File: config.mk
export PLATFORM = sky130hd
export DESIGN_NAME = decode_pipe_stage
export DESIGN_NICKNAME = d
export VERILOG_FILES = /design/src/rtl/decode_pkg.sv /design/src/rtl/imm_gen.sv /design/src/rtl/decode_pipe_stage.sv
export SDC_FILE = /design/constraint.sdc
export NUM_CORES = 1
export LEC_CHECK = 0
export CAP_MARGIN = 20
export CORE_ASPECT_RATIO = 1.25
export CORE_MARGIN = 5
export CORE_UTILIZATION = 50
export CTS_CLUSTER_DIAMETER = 120
export DETAILED_ROUTE_END_ITERATION = 8
export GPL_ROUTABILITY_DRIVEN = 0
export PLACE_DENSITY = 0.91
export RECOVER_POWER = 50
export SLEW_MARGIN = 30
export SYNTH_ARGS = -nofsm -noshare
export SYNTH_HDL_FRONTEND = slang
export SYNTH_SLANG_ARGS = --single-unit
File: constraint.sdc
create_clock -name clk -period 12.7 [get_ports clk]
set_input_delay 3.81 -clock clk [delete_from_list [all_inputs] [get_ports clk]]
set_output_delay 3.81 -clock clk [all_outputs]
set_load 0.01 [all_outputs]
File: src/rtl/decode_pkg.sv
// Shared decode constants: RV32 opcodes, ALU op codes and immediate kinds.
// Imported by the decode stage and its immediate generator.
package decode_pkg;

  localparam logic [6:0] OP     = 7'b0110011;
  localparam logic [6:0] OP_IMM = 7'b0010011;
  localparam logic [6:0] LOAD   = 7'b0000011;
  localparam logic [6:0] STORE  = 7'b0100011;
  localparam logic [6:0] BRANCH = 7'b1100011;
  localparam logic [6:0] JALR   = 7'b1100111;
  localparam logic [6:0] JAL    = 7'b1101111;
  localparam logic [6:0] LUI    = 7'b0110111;
  localparam logic [6:0] AUIPC  = 7'b0010111;

  localparam logic [31:0] NOP = 32'h0000_0013;
  localparam logic [4:0]  X0  = 5'd0;

  typedef enum logic [4:0] {
    ADDITION       = 5'd0,
    SUBTRACTION    = 5'd1,
    MULTIPLICATION = 5'd2,
    ALU_JALR       = 5'd3,
    ALU_JAL        = 5'd4,
    ALU_BEQ        = 5'd5,
    ALU_BNE        = 5'd6,
    ALU_BLT        = 5'd7,
    ALU_BGE        = 5'd8,
    ALU_BLTU       = 5'd9,
    ALU_BGEU       = 5'd10
  } alu_op_e;

  typedef enum logic [2:0] {
    IMM_I,
    IMM_S,
    IMM_B,
    IMM_U,
    IMM_J
  } imm_kind_e;

endpackage

File: src/rtl/imm_gen.sv
// Immediate generator: picks the RV32 immediate layout by kind and
// sign-extends it to XLEN.
module imm_gen
  import decode_pkg::*;
#(
  parameter int XLEN = 32
) (
  input  logic [31:7]     instr,
  input  imm_kind_e       kind,
  output logic [XLEN-1:0] imm
);

  logic [31:0] raw;

  always_comb begin
    raw = '0;
    unique case (kind)
      IMM_I: raw = {{20{instr[31]}}, instr[31:20]};
      IMM_S: raw = {{20{instr[31]}}, instr[31:25], instr[11:7]};
      IMM_B: raw = {{19{instr[31]}}, instr[31], instr[7],
                    instr[30:25], instr[11:8], 1'b0};
      IMM_U: raw = {instr[31:12], 12'b0};
      IMM_J: raw = {{11{instr[31]}}, instr[31], instr[19:12],
                    instr[20], instr[30:21], 1'b0};
      default: raw = '0;
    endcase
  end

  assign imm = {{(XLEN-31){raw[31]}}, raw[30:0]};

endmodule

File: src/rtl/decode_pipe_stage.sv
// RV32IM decode stage with valid/ready output register,
// load-use interlock and flush.
module decode_pipe_stage
  import decode_pkg::*;
#(
  parameter int XLEN       = 32,
  parameter int REG_ADDR_W = 5,
  parameter bit ENABLE_MUL = 1'b1
) (
  input  logic                  clk,
  input  logic                  reset,
  input  logic                  in_valid,
  output logic                  in_ready,
  input  logic [31:0]           instr,
  input  logic [XLEN-1:0]       current_program_counter,
  input  logic [XLEN-1:0]       in_passthrough_next_program_counter,
  input  logic                  kill_instr,
  output logic [REG_ADDR_W-1:0] source1_register_key,
  output logic [REG_ADDR_W-1:0] source2_register_key,
  input  logic [XLEN-1:0]       source1_register_value,
  input  logic [XLEN-1:0]       source2_register_value,
  output logic                  out_valid,
  input  logic                  out_ready,
  output logic [REG_ADDR_W-1:0] operand1_key,
  output logic [REG_ADDR_W-1:0] operand2_key,
  output logic [XLEN-1:0]       operand1,
  output logic [XLEN-1:0]       operand2,
  output logic [XLEN-1:0]       store_data,
  output logic [4:0]            alu_operation,
  output logic                  dest_register_enable,
  output logic [REG_ADDR_W-1:0] dest_register_number,
  output logic                  is_load,
  output logic                  is_store,
  output logic                  illegal_instr,
  output logic [XLEN-1:0]       branch_dest,
  output logic [XLEN-1:0]       out_passthrough_next_program_counter
);

  logic [6:0] opcode;
  logic [2:0] funct3;
  logic [6:0] funct7;
  logic [REG_ADDR_W-1:0] rd;
  logic [REG_ADDR_W-1:0] rs1;
  logic [REG_ADDR_W-1:0] rs2;

  assign opcode = instr[6:0];
  assign funct3 = instr[14:12];
  assign funct7 = instr[31:25];
  assign rd     = REG_ADDR_W'(instr[11:7]);
  assign rs1    = REG_ADDR_W'(instr[19:15]);
  assign rs2    = REG_ADDR_W'(instr[24:20]);

  assign source1_register_key = rs1;
  assign source2_register_key = rs2;

  logic is_op, is_imm, is_ld, is_st, is_br;
  logic is_jalr, is_jal, is_lui, is_auipc;

  assign is_op    = opcode == OP;
  assign is_imm   = opcode == OP_IMM;
  assign is_ld    = opcode == LOAD;
  assign is_st    = opcode == STORE;
  assign is_br    = opcode == BRANCH;
  assign is_jalr  = opcode == JALR;
  assign is_jal   = opcode == JAL;
  assign is_lui   = opcode == LUI;
  assign is_auipc = opcode == AUIPC;

  imm_kind_e       kind;
  logic [XLEN-1:0] imm;

  always_comb begin
    kind = IMM_I;
    unique case (1'b1)
      is_st:            kind = IMM_S;
      is_br:            kind = IMM_B;
      is_lui, is_auipc: kind = IMM_U;
      is_jal:           kind = IMM_J;
      default:          kind = IMM_I;
    endcase
  end

  imm_gen #(.XLEN(XLEN)) u_imm_gen (
    .instr (instr[31:7]),
    .kind  (kind),
    .imm   (imm)
  );

  logic [XLEN-1:0] d_op1, d_op2, d_sd, d_bd;
  alu_op_e         d_alu;
  logic            d_wr, d_ld, d_st, d_ill, d_den;
  logic [REG_ADDR_W-1:0] d_rd;
  logic op_add, op_sub, op_mul, ld_ok;

  assign op_add = funct3 == 3'd0 && funct7 == 7'h00;
  assign op_sub = funct3 == 3'd0 && funct7 == 7'h20;
  assign op_mul = ENABLE_MUL && funct3 == 3'd0 && funct7 == 7'h01;
  assign ld_ok  = funct3 inside {3'd0, 3'd1, 3'd2, 3'd4, 3'd5};

  always_comb begin
    d_op1 = source1_register_value;
    d_op2 = '0;
    d_sd  = '0;
    d_bd  = '0;
    d_alu = ADDITION;
    d_wr  = 1'b0;
    d_ld  = 1'b0;
    d_st  = 1'b0;
    d_ill = 1'b0;
    unique case (1'b1)
      is_op: begin
        d_op2 = source2_register_value;
        d_wr  = 1'b1;
        unique case (1'b1)
          op_add:  d_alu = ADDITION;
          op_sub:  d_alu = SUBTRACTION;
          op_mul:  d_alu = MULTIPLICATION;
          default: d_ill = 1'b1;
        endcase
      end
      is_imm: begin
        d_op2 = imm;
        d_wr  = 1'b1;
        d_ill = funct3 != 3'd0;
      end
      is_ld: begin
        d_op2 = imm;
        d_wr  = 1'b1;
        d_ld  = 1'b1;
        d_ill = !ld_ok;
      end
      is_st: begin
        d_op2 = imm;
        d_sd  = source2_register_value;
        d_st  = 1'b1;
        d_ill = funct3 > 3'd2;
      end
      is_br: begin
        d_op2 = source2_register_value;
        d_bd  = current_program_counter + imm;
        unique case (funct3)
          3'd0:    d_alu = ALU_BEQ;
          3'd1:    d_alu = ALU_BNE;
          3'd4:    d_alu = ALU_BLT;
          3'd5:    d_alu = ALU_BGE;
          3'd6:    d_alu = ALU_BLTU;
          3'd7:    d_alu = ALU_BGEU;
          default: d_ill = 1'b1;
        endcase
      end
      is_jalr: begin
        d_op2 = imm;
        d_alu = ALU_JALR;
        d_wr  = 1'b1;
        d_ill = funct3 != 3'd0;
      end
      is_jal: begin
        d_op1 = current_program_counter;
        d_op2 = XLEN'(4);
        d_alu = ALU_JAL;
        d_wr  = 1'b1;
        d_bd  = current_program_counter + imm;
      end
      is_lui: begin
        d_op1 = '0;
        d_op2 = imm;
        d_wr  = 1'b1;
      end
      is_auipc: begin
        d_op1 = current_program_counter;
        d_op2 = imm;
        d_wr  = 1'b1;
      end
      default: d_ill = 1'b1;
    endcase
    // an illegal word must not look like any real class downstream
    if (d_ill) begin
      d_alu = ADDITION;
      d_wr  = 1'b0;
      d_ld  = 1'b0;
      d_st  = 1'b0;
      d_sd  = '0;
      d_bd  = '0;
    end
  end

  assign d_den = d_wr && rd != '0;
  assign d_rd  = d_den ? rd : REG_ADDR_W'(X0);

  logic uses1, uses2, hazard, advance;

  assign uses1 = !(is_lui || is_auipc || is_jal);
  assign uses2 = is_op || is_br || is_st;

  assign hazard = in_valid && out_valid && is_load
               && dest_register_enable
               && ((uses1 && rs1 == dest_register_number)
                || (uses2 && rs2 == dest_register_number));

  assign advance  = !out_valid || out_ready;
  assign in_ready = kill_instr || (advance && !hazard);

  always_ff @(posedge clk or posedge reset) begin
    if (reset) begin
      out_valid            <= 1'b0;
      operand1_key         <= '0;
      operand2_key         <= '0;
      operand1             <= '0;
      operand2             <= '0;
      store_data           <= '0;
      alu_operation        <= ADDITION;
      dest_register_enable <= 1'b0;
      dest_register_number <= REG_ADDR_W'(X0);
      is_load              <= 1'b0;
      is_store             <= 1'b0;
      illegal_instr        <= 1'b0;
      branch_dest          <= '0;
      out_passthrough_next_program_counter <= '0;
    end else if (kill_instr) begin
      out_valid            <= 1'b0;
      dest_register_enable <= 1'b0;
    end else if (advance) begin
      out_valid            <= in_valid && !hazard;
      operand1_key         <= rs1;
      operand2_key         <= rs2;
      operand1             <= d_op1;
      operand2             <= d_op2;
      store_data           <= d_sd;
      alu_operation        <= d_alu;
      dest_register_enable <= d_den && in_valid && !hazard;
      dest_register_number <= d_rd;
      is_load              <= d_ld;
      is_store             <= d_st;
      illegal_instr        <= d_ill;
      branch_dest          <= d_bd;
      out_passthrough_next_program_counter <=
        in_passthrough_next_program_counter;
    end
  end

endmodule

==> qor.yml <==
clock_tree:
  cts_root_buf: "clkbuf_16"
  cts.sinks: 184
  htree_levels: 4
  numCtsBuffers: 17
  clk_pin_slew_ns: 0.07
  post_cts_buffers: 0
  clk_path_buf_depth: 2
  holdBufCountCts: 0
  clk-insertion-delay-late_ns: 0.43
  cts_tree: "built"
  cts.repair.resized: 0
yosys:
  synth_flop_cell: "dfrtp_1"
  synthDistinctLibCells: 84
  synth_area_per_cell_um2: 8.76
  yosysSeqAreaShare: 0.447
  syn_inst: 1175
  syn_area_mm2: 0.0103
  yosys_warnings: 0
  ys_ff_latch: 184
  postSynth.asyncResetShare: 1.00
  synth_edf_count: 0
  syn-num-nets: 1359
worst_hold_path:
  hold_depth: 2
  hold_class: "reg2reg"
placement:
  dpl.cell_count: 1717
  dp_slack_ns: 2.01
  post_dp_cell_area_mm2: 0.0139
  place_hpwl_um: 29200
  port_buffers: 359
floorplanning:
  die_y_um: 170
  core_region_area_mm2: 0.0202
  pin_count: 361
  design.die.area_mm2: 0.0236
  fp.dieW_um: 138
  fp-row-count: 58
  start_util: 0.510
sta:
  worst_pin_slew_ns: 5.06
  finalWorstSetupSlack_ns: 1.87
  finalHoldViolCount: 0
  finalSetupViolations: 0
  relSlewSlack: -2.39
  fin_crit_sh: 0.853
  max_freq_mhz: 92.3
  rsz0062_at_grt: "false"
  hold_ws_ns: 0.473
  min_period_ns: 10.83
  skew_ns: 0.00769
  slew_violations: 115
  finalSetupTns_ns: 0
power_and_ir_drop:
  power_frac_clock: 0.344
  p_sw_frac: 0.318
  seqPwrFrac: 0.416
  internal_power_mw: 1.05
  finalPower_mw: 1.54
  powerDensity_mw_per_mm2: 106
  p_leak_nw: 6.52
  ir_drop_uv: 116
  p_switching_uw: 491
  comb_power_share: 0.241
layout:
  drive_gt1_frac: 0.0487
  area_growth_pct: 40.7
  utilization: 0.718
  fin_area_mm2: 0.0145
  nNetsFinal: 1650
  final_cells: 1749
  n_antenna_cell: 0
setup_path:
  r2r-start: "out_valid"
  crit_buf_inv: 2
  crit_type: "in2out"
  cp-start-kind: "primary input"
  path_cells: "clkdlybuf4s50_1, nand2b_1, o22ai_1, nor4_1, o21ai_0, nand2_1, nand2_1, clkdlybuf4s50_1"
  crit_arrival_ns: 7.02
  cp.depth: 8
  critPathCapture: "in_ready"
  critPathTopFamily: "buffers and inverters"
  cp-end-kind: "primary output"
  worstRegToRegCells: 8
  path_max_fanout: 14
  critPathSlowestCell: "clkdlybuf4s50_1"
  timing.rr.end: "branch_dest[29]"
  critPathMaxStageDelay_ns: 0.76
  crit_path_start: "instr[6]"
  required_ns: 8.89
  rrSetupSlack_ns: 9.96
global_route:
  gr-total-overflow: 0
  grt_usage: 0.318
  grt_pass1_wl_um: 59200
  grt_antenna_before_repair: 0
  grt_pass1_vias: 10400
  grt_max_degree: 115
status:
  status: "finished, violations left"
  violations: "max-capacitance violations, max-slew violations"
route:
  vias_per_cell: 6.12
  routed_wl_um: 38800
  dr_total_vias: 10700
  ant_nets: 0
  drtIter0Drc: 1187
  first_pass_iters: 6
  wl_per_cell_um: 22.2
  drc: 0
flow_run:
  maxCapViolCount: 1
-- synthesized netlist by cell type (5+ instances only) --
cell type | instances | share of area
a221oi_1 | 58 | 0.049
o22ai_1 | 5 | 0.0030
a211oi_1 | 6 | 0.0044
clkbuf_1 | 69 | 0.025
nor2b_1 | 7 | 0.0043
buf_4 | 14 | 0.010
nor2_1 | 159 | 0.058
nor3_1 | 10 | 0.0049
xnor2_1 | 39 | 0.033
or3_1 | 9 | 0.0055
o211ai_1 | 9 | 0.0066
buf_2 | 6 | 0.0029
a22o_1 | 48 | 0.041
a21oi_1 | 49 | 0.024
nand2_1 | 216 | 0.079
inv_1 | 24 | 0.0087
a21o_1 | 14 | 0.010
nand2b_1 | 5 | 0.0030
maj3_1 | 5 | 0.0049
nand3_1 | 17 | 0.0083
ha_1 | 18 | 0.022
and2_1 | 10 | 0.0061
xor2_1 | 14 | 0.012
o21ai_0 | 72 | 0.035
dfrtp_1 | 184 | 0.45
o31ai_1 | 7 | 0.0051
-- flip-flops by register name, summed over array words and instances, names as in the netlist --
signal                                cells
illegal_instr                             1
store_data                               32
out_passthrough_next_program_counter     32
operand1                                 32
dest_register_number                      5
alu_operation                             4
operand2_key                              5
is_load                                   1
out_valid                                 1
dest_register_enable                      1
operand2                                 32
is_store                                  1
operand1_key                              5
branch_dest                              32
-- per-layer routing --
metal,track usage,up-vias,wire (um)
met2,0.539,627,18900
met4,0.153,0,2090
met1,0.383,5171,14400
li1,-,4747,-
met3,0.0781,153,3410
met5,0,-,0
-- placed cells by master, fill, tap and decap left out, types with 6 or more instances in the layout --
master,n
nor2b_1,7
nand2_1,215
clkdlybuf4s50_1,190
o21ai_0,70
and2_1,10
dfrtp_1,184
o31ai_1,7
or3_1,9
a221oi_1,58
a21oi_1,48
a21o_1,14
a22o_1,47
nand3_1,17
buf_4,7
o211ai_1,9
xor2_1,14
a211oi_1,6
dlygate4sd3_1,169
inv_1,23
xnor2_1,39
ha_1,18
nor2_1,158
nor3_1,10
clkbuf_16,17
-- cells by family after synthesis --
group	Yosys count	share of synthesized area
and+or+nand+nor	468	0.197
adders and majority gates	24	0.0287
muxes	5	0.00510
other	1	0.000364
buffers and inverters	120	0.0511
AOI/OAI and AO/OA	320	0.225
DFF	184	0.447
xor gates and xnor gates	53	0.0451
-- power by group through the flow --
stage | registers (mW) | clock network [mW] | logic [mW]
2_1_floorplan | 0.671 | 0 | 0.169
3_3_place_gp | 0.652 | 0 | 0.370
3_5_place_dp | 0.654 | 0 | 0.379
4_1_cts | 0.642 | 0.532 | 0.382
5_1_grt | 0.646 | 0.562 | 0.399
6_report | 0.641 | 0.530 | 0.372
-- how the worst min path moves through the flow --
stage                                              from                                  endpoint  slack, ns
5_1_grt                                 operand2_key[3]                           operand2_key[3]       0.49
2_1_floorplan                          alu_operation[3]                          alu_operation[3]       0.51
6_report       out_passthrough_next_program_counter[30]  out_passthrough_next_program_counter[30]       0.47
3_3_place_gp   out_passthrough_next_program_counter[24]  out_passthrough_next_program_counter[24]       0.46
4_1_cts        out_passthrough_next_program_counter[30]  out_passthrough_next_program_counter[30]       0.48
3_5_place_dp   out_passthrough_next_program_counter[30]  out_passthrough_next_program_counter[30]       0.46
-- tightest hold or removal path: stages (launching register included) --
cell and delay (ns):
dfrtp_1 0.34, nand2_1 0.05, nand2_1 0.05
-- cell type report --
class                           count  area (um^2)
Fill cell                        1485         5680
Clock inverter                     15          158
Sequential cell                   184         4600
Timing Repair Buffer              368         3670
Multi-Input combinational cell    871         5210
Inverter                           24         91.3
Clock buffer                       17          425
Tap cell                          270          338
No activity file was read; power rests on OpenSTA's default activity.
